$ cat src/rtl/alu16_pkg.sv
// Shared definitions for the nibble-serial 16-bit ALU sequencer: opcodes, FSM states, slice width.
package alu16_pkg;

    localparam int NIBBLE_W = 4;

    localparam logic [2:0] OP_ADD     = 3'b000;
    localparam logic [2:0] OP_SUB     = 3'b001;
    localparam logic [2:0] OP_AND     = 3'b010;
    localparam logic [2:0] OP_OR      = 3'b011;
    localparam logic [2:0] OP_ILLEGAL = 3'b111;

    typedef enum logic [1:0] {
        IDLE = 2'b00,
        RUN  = 2'b01,
        DONE = 2'b10
    } state_t;

    // Add and subtract are the only opcodes that chain carry between nibbles.
    function automatic logic is_arith(input logic [2:0] op);
        return (op == OP_ADD) || (op == OP_SUB);
    endfunction

endpackage

$ cat src/rtl/alu16_nibble_sequencer.sv
// Issues one 16-bit op to an external 4-bit ALU slice as LSB-first nibbles with carry chaining.
// Optional rsp_ovf output is enabled by defining ALU16_OVERFLOW_FLAG_EN.
module alu16_nibble_sequencer
    import alu16_pkg::*;
#(
    parameter int   NIBBLES  = 4,
    parameter logic SUB_CIN0 = 1'b1
) (
    input  logic                         clk,
    input  logic                         rst,
    input  logic                         req_valid,
    output logic                         req_ready,
    input  logic [NIBBLE_W*NIBBLES-1:0]  req_a,
    input  logic [NIBBLE_W*NIBBLES-1:0]  req_b,
    input  logic [2:0]                   req_opcode,
    output logic [NIBBLE_W-1:0]          slice_a,
    output logic [NIBBLE_W-1:0]          slice_b,
    output logic [2:0]                   slice_opcode,
    output logic                         slice_c_in,
    input  logic [NIBBLE_W-1:0]          slice_result,
    input  logic                         slice_c_out,
    output logic                         rsp_valid,
    input  logic                         rsp_ready,
    output logic [NIBBLE_W*NIBBLES-1:0]  rsp_result,
    output logic                         rsp_c_out,
    output logic                         rsp_zero,
    output logic                         rsp_err
`ifdef ALU16_OVERFLOW_FLAG_EN
    ,
    output logic                         rsp_ovf
`endif
);

    localparam int W     = NIBBLE_W * NIBBLES;
    localparam int IDX_W = (NIBBLES > 1) ? $clog2(NIBBLES) : 1;
    localparam logic [IDX_W-1:0] LAST_IDX = IDX_W'(NIBBLES - 1);

    state_t              state_r, state_s;
    logic [IDX_W-1:0]    idx_r, idx_s;
    logic [W-1:0]        a_r, a_s, b_r, b_s;
    logic [2:0]          op_r, op_s;
    logic [W-1:0]        result_r, result_s, merged_s;
    logic [NIBBLE_W-1:0] slice_a_r, slice_a_s, slice_b_r, slice_b_s;
    logic [2:0]          slice_op_r, slice_op_s;
    logic                slice_cin_r, slice_cin_s;
    logic                req_ready_r, req_ready_s;
    logic                rsp_valid_r, rsp_valid_s;
    logic [W-1:0]        rsp_result_r, rsp_result_s;
    logic                rsp_c_out_r, rsp_c_out_s;
    logic                rsp_zero_r, rsp_zero_s;
    logic                rsp_err_r, rsp_err_s;
    logic                drv_en_s, drv_cin_s;
    logic [W-1:0]        drv_a_s, drv_b_s;
    logic [2:0]          drv_op_s;
    logic [IDX_W-1:0]    drv_idx_s;
`ifdef ALU16_OVERFLOW_FLAG_EN
    logic                rsp_ovf_r, rsp_ovf_s;
`endif

    // Next-state, datapath and next slice-drive computation; slice drive is registered one cycle ahead.
    always_comb begin
        state_s      = state_r;
        idx_s        = idx_r;
        a_s          = a_r;
        b_s          = b_r;
        op_s         = op_r;
        result_s     = result_r;
        rsp_result_s = rsp_result_r;
        rsp_c_out_s  = rsp_c_out_r;
        rsp_zero_s   = rsp_zero_r;
        rsp_err_s    = rsp_err_r;
`ifdef ALU16_OVERFLOW_FLAG_EN
        rsp_ovf_s    = rsp_ovf_r;
`endif
        drv_en_s     = 1'b0;
        drv_a_s      = a_r;
        drv_b_s      = b_r;
        drv_op_s     = op_r;
        drv_idx_s    = idx_r;
        drv_cin_s    = 1'b0;
        merged_s     = result_r;
        merged_s[NIBBLE_W*idx_r +: NIBBLE_W] = (op_r == OP_ILLEGAL) ? {NIBBLE_W{1'b0}} : slice_result;

        case (state_r)
            IDLE: begin
                if (req_valid && req_ready_r) begin
                    a_s       = req_a;
                    b_s       = req_b;
                    op_s      = req_opcode;
                    idx_s     = {IDX_W{1'b0}};
                    result_s  = {W{1'b0}};
                    state_s   = RUN;
                    drv_en_s  = 1'b1;
                    drv_a_s   = req_a;
                    drv_b_s   = req_b;
                    drv_op_s  = req_opcode;
                    drv_idx_s = {IDX_W{1'b0}};
                    drv_cin_s = (req_opcode == OP_SUB) ? SUB_CIN0 : 1'b0;
                end else begin
                    state_s = IDLE;
                end
            end
            RUN: begin
                result_s = merged_s;
                if (idx_r == LAST_IDX) begin
                    state_s      = DONE;
                    rsp_result_s = merged_s;
                    rsp_c_out_s  = is_arith(op_r) ? slice_c_out : 1'b0;
                    rsp_zero_s   = (merged_s == {W{1'b0}});
                    rsp_err_s    = (op_r == OP_ILLEGAL);
`ifdef ALU16_OVERFLOW_FLAG_EN
                    if (op_r == OP_ADD) begin
                        rsp_ovf_s = (a_r[W-1] == b_r[W-1]) && (merged_s[W-1] != a_r[W-1]);
                    end else if (op_r == OP_SUB) begin
                        rsp_ovf_s = (a_r[W-1] != b_r[W-1]) && (merged_s[W-1] != a_r[W-1]);
                    end else begin
                        rsp_ovf_s = 1'b0;
                    end
`endif
                end else begin
                    idx_s     = idx_r + IDX_W'(1);
                    drv_en_s  = 1'b1;
                    drv_idx_s = idx_r + IDX_W'(1);
                    drv_cin_s = is_arith(op_r) ? slice_c_out : 1'b0;
                end
            end
            DONE: begin
                if (rsp_ready) begin
                    state_s = IDLE;
                end else begin
                    state_s = DONE;
                end
            end
            default: begin
                state_s = IDLE;
            end
        endcase

        // Illegal opcodes keep the slice inputs at zero for the whole run.
        if (drv_en_s && (drv_op_s != OP_ILLEGAL)) begin
            slice_a_s   = drv_a_s[NIBBLE_W*drv_idx_s +: NIBBLE_W];
            slice_b_s   = drv_b_s[NIBBLE_W*drv_idx_s +: NIBBLE_W];
            slice_op_s  = drv_op_s;
            slice_cin_s = drv_cin_s;
        end else begin
            slice_a_s   = {NIBBLE_W{1'b0}};
            slice_b_s   = {NIBBLE_W{1'b0}};
            slice_op_s  = 3'b000;
            slice_cin_s = 1'b0;
        end

        req_ready_s = (state_s == IDLE);
        rsp_valid_s = (state_s == DONE);
    end

    // State, operand and output registers with synchronous reset.
    always_ff @(posedge clk) begin
        if (rst) begin
            state_r      <= IDLE;
            idx_r        <= {IDX_W{1'b0}};
            a_r          <= {W{1'b0}};
            b_r          <= {W{1'b0}};
            op_r         <= 3'b000;
            result_r     <= {W{1'b0}};
            slice_a_r    <= {NIBBLE_W{1'b0}};
            slice_b_r    <= {NIBBLE_W{1'b0}};
            slice_op_r   <= 3'b000;
            slice_cin_r  <= 1'b0;
            req_ready_r  <= 1'b1;
            rsp_valid_r  <= 1'b0;
            rsp_result_r <= {W{1'b0}};
            rsp_c_out_r  <= 1'b0;
            rsp_zero_r   <= 1'b0;
            rsp_err_r    <= 1'b0;
`ifdef ALU16_OVERFLOW_FLAG_EN
            rsp_ovf_r    <= 1'b0;
`endif
        end else begin
            state_r      <= state_s;
            idx_r        <= idx_s;
            a_r          <= a_s;
            b_r          <= b_s;
            op_r         <= op_s;
            result_r     <= result_s;
            slice_a_r    <= slice_a_s;
            slice_b_r    <= slice_b_s;
            slice_op_r   <= slice_op_s;
            slice_cin_r  <= slice_cin_s;
            req_ready_r  <= req_ready_s;
            rsp_valid_r  <= rsp_valid_s;
            rsp_result_r <= rsp_result_s;
            rsp_c_out_r  <= rsp_c_out_s;
            rsp_zero_r   <= rsp_zero_s;
            rsp_err_r    <= rsp_err_s;
`ifdef ALU16_OVERFLOW_FLAG_EN
            rsp_ovf_r    <= rsp_ovf_s;
`endif
        end
    end

    assign req_ready    = req_ready_r;
    assign slice_a      = slice_a_r;
    assign slice_b      = slice_b_r;
    assign slice_opcode = slice_op_r;
    assign slice_c_in   = slice_cin_r;
    assign rsp_valid    = rsp_valid_r;
    assign rsp_result   = rsp_result_r;
    assign rsp_c_out    = rsp_c_out_r;
    assign rsp_zero     = rsp_zero_r;
    assign rsp_err      = rsp_err_r;
`ifdef ALU16_OVERFLOW_FLAG_EN
    assign rsp_ovf      = rsp_ovf_r;
`endif

endmodule

$ cat config.mk
export PLATFORM = sky130hd
export DESIGN_NAME = alu16_nibble_sequencer
export DESIGN_NICKNAME = d
export VERILOG_FILES = /design/src/rtl/alu16_pkg.sv /design/src/rtl/alu16_nibble_sequencer.sv
export SDC_FILE = /design/constraint.sdc
export NUM_CORES = 1
export LEC_CHECK = 0
export CAP_MARGIN = 10
export CORE_MARGIN = 2
export CORE_UTILIZATION = 52
export CTS_CLUSTER_SIZE = 28
export DETAILED_ROUTE_END_ITERATION = 7
export PLACE_DENSITY = 0.76
export SYNTH_ARGS = -nofsm -noshare
export SYNTH_HDL_FRONTEND = slang
export SYNTH_SLANG_ARGS = --single-unit
export TNS_END_PERCENT = 50
$ cat constraint.sdc
create_clock -name clk -period 2.83 [get_ports clk]
set_clock_uncertainty 0.15 [all_clocks]
set_input_delay 0.7075 -clock clk [delete_from_list [all_inputs] [get_ports clk]]
set_output_delay 0.7075 -clock clk [all_outputs]
set_load 0.05 [all_outputs]
==> results_dict.tcl <==
set metrics [dict create \
    cts-root-buf "clkbuf_8" \
    final_common_cell "dfxtp_1" \
    final_cell_mix "dfxtp_1, nand2_1, clkdlybuf4s50_1" \
    yosysTopAreaCellShare_pct 43.82 \
    synth_top_area_cell "dfxtp_1" \
    vdd_ir_drop_max_uv 316.1 \
    place_area_mm2 0.004880 \
    grt_pass1_wl_mm 16.43 \
    cap_violations 0 \
    placedCellCount 623 \
    relSlewSlack_pct 49.22 \
    synth_flop_cell "dfxtp_1" \
    fmax_mhz 387.7 \
    crit_chain "clkdlybuf4s50_1" \
    yosysWarningCount 0 \
    ioPinCount 77 \
    drt_wl_total_mm 9.816 \
    synth_area_leaders "dfxtp_1, nand2_1, a21oi_1" \
    wire_per_inst_um 15.36 \
    drive_above_1_share_pct 11.36 \
    cts_resized 0 \
    start_kind "flop" \
    setup_viol 0 \
    num_vias 3653 \
    cts_max_level 3 \
    worstSkewPairLatency_ns 0.36 \
    switching_power_mw 0.7764 \
    cp-end-kind "output pin" \
    hpwlAfterDp_mm 6.850 \
    grt_usage_pct 24.18 \
    power_frac_seq_pct 43.7 \
    synth-edff-count 0 \
    path_buf_inv 1 \
    ys_async_sr_fraction_pct 0 \
    combPwrFrac_pct 17.0 \
    max_stage_delay_ns 0.87 \
    grt_pass1_vias 3539 \
    postCtsSetupRepairBufs 0 \
    syn-cell-area_mm2 0.004020 \
    diodes 0 \
    antenna_found_initial 0 \
    leakagePower_nw 1.814 \
    cp_slowest_cell "clkdlybuf4s50_1" \
    cts_made_buffers 9 \
    worst_slew_pin_slew_ns 0.7595 \
    powerDensity_mw_per_mm2 591.3 \
    detail_route.first_pass.iterations 5 \
    syn2layout_area_growth_pct 28.42 \
    worstPathRequired_ns 1.97 \
    fin_cells 639 \
    grt_setup_unrepaired "false" \
    cts_tree "built" \
    first_iter_violations 193 \
    cts_max_path_buffers 2 \
    hold_viol 0 \
    tns_ns 0 \
    synth-seq-area-share_pct 43.82 \
    worstPathMaxFanout 6 \
    utilization_pct 67.86 \
    ys_ff_latch 88 \
    power_mw 3.052 \
    cts.sinks 88 \
    netlist_instances 462 \
    numPortBuffers 76 \
    die_h_um 91.93 \
    grt_start_max_net_pins 41 \
    arrival_ns 1.72 \
    dieArea_mm2 0.008450 \
    critical_path_class "flop to output pin" \
    hold_buffers 0 \
    syn_area_per_cell_um2 8.702 \
    min_period_ns 2.579 \
    ys_types 55 \
    path_delay_family "buffers and inverters" \
    status "completed" \
    start_util_pct 52.85 \
    gp_congestion 0.8241 \
    hp-class "flop to flop" \
    syn-num-nets 513 \
    fill_cells 616 \
    coreArea_mm2 0.007607 \
    r2r-start "idx_r[1]" \
    p_sw_share_pct 25.44 \
    hold_start "a_r[3]" \
    min_period_over_period_pct 91.13 \
    crit_start "req_ready" \
    die_w_um 91.93 \
    via_per_inst 5.717 \
    design_area_mm2 0.005162 \
    grt_overflow 0 \
    nNetsFinal 583 \
    p_int_mw 2.276 \
    rows 32 \
    path_clk_slew_ns 0.08 \
    finalMaxSlewViolations 0 \
    antenna_left 0 \
    pwr-share-clk_pct 39.3 \
    drc 0 \
]
==> worst min-delay path: stages, from the launching register on <==
cell and delay [ns]:
dfxtp_1 0.31, nand2_1 0.05, a21oi_1 0.05
==> metal layers <==
| layer | up-vias | part of all wire, % | track usage [%] |
|---|---|---|---|
| li1 | 1787 | - | - |
| met3 | 23 | 6.3 | 4.766 |
| met2 | 130 | 49 | 40.20 |
| met5 | - | 0 | 0 |
| met1 | 1713 | 43 | 29.84 |
| met4 | 0 | 2.1 | 12.19 |
==> layout make-up <==
type | count | area [µm²] | area share [%]
multi-input combinational | 315 | 1974 | 38.25
sequential | 88 | 1762 | 34.13
timing repair buffer | 100 | 948.4 | 18.37
clock inverter | 6 | 155.1 | 3.005
clock buffer | 10 | 127.6 | 2.472
tap | 102 | 127.6 | 2.472
inverter | 18 | 67.56 | 1.309
==> final timing paths <==
| check | endpoint | slack, ns | cells past startpoint |
|---|---|---|---|
| max | req_ready | 0.25 | 1 |
| min | a_r[3] | 0.31 | 2 |
| max reg2reg | slice_b[2] | 0.37 | 7 |
| min reg2reg | a_r[3] | 0.31 | 2 |
==> sequential cells by signal, indices dropped and copies added (netlist names), 2 cells and up <==
name	count
slice_b	4
b_r	16
a_r	16
idx_r	2
op_r	3
rsp_result	16
result_r	16
state_r	2
slice_opcode	3
slice_a	4
==> power groups by stage <==
stage          registers (mW)  clock network, mW  logic, mW
2_1_floorplan            1.39                  0      0.302
3_3_place_gp             1.36                  0      0.503
3_5_place_dp             1.36                  0      0.516
4_1_cts                  1.33               1.21      0.520
5_1_grt                  1.34               1.26      0.564
6_report                 1.33               1.20      0.520
==> synthesized netlist by cell type, drive strengths merged (5+ instances only) <==
cell type  count
nand2         87
nor2          47
a22oi          8
a21oi         53
nor4           5
a2111oi       25
nand3          5
a2bb2oi        6
ha             7
buf           18
a211oi        13
dfxtp         88
a32o           8
inv           18
a32oi          6
clkbuf        23
==> cell families after synthesis <==
logic type      count (synthesis)  synth area share (%)
flops                          88                 43.82
simple gates                  170                 19.67
compound gates                135                 26.52
mux                             3                0.7470
fa+ha+maj                       7                 2.179
buf+inv                        59                 7.065
==> per-stage QoR <==
stage	worst slack (ns)	hold WS [ns]
after floorplan	0.2980	0.2842
after global placement	0.08362	0.2920
after detailed placement	0.03539	0.2977
after CTS	0.2465	0.3085
after global routing	0.1685	0.3229
final	0.2509	0.3091
Power figures use the tool's default switching activity.
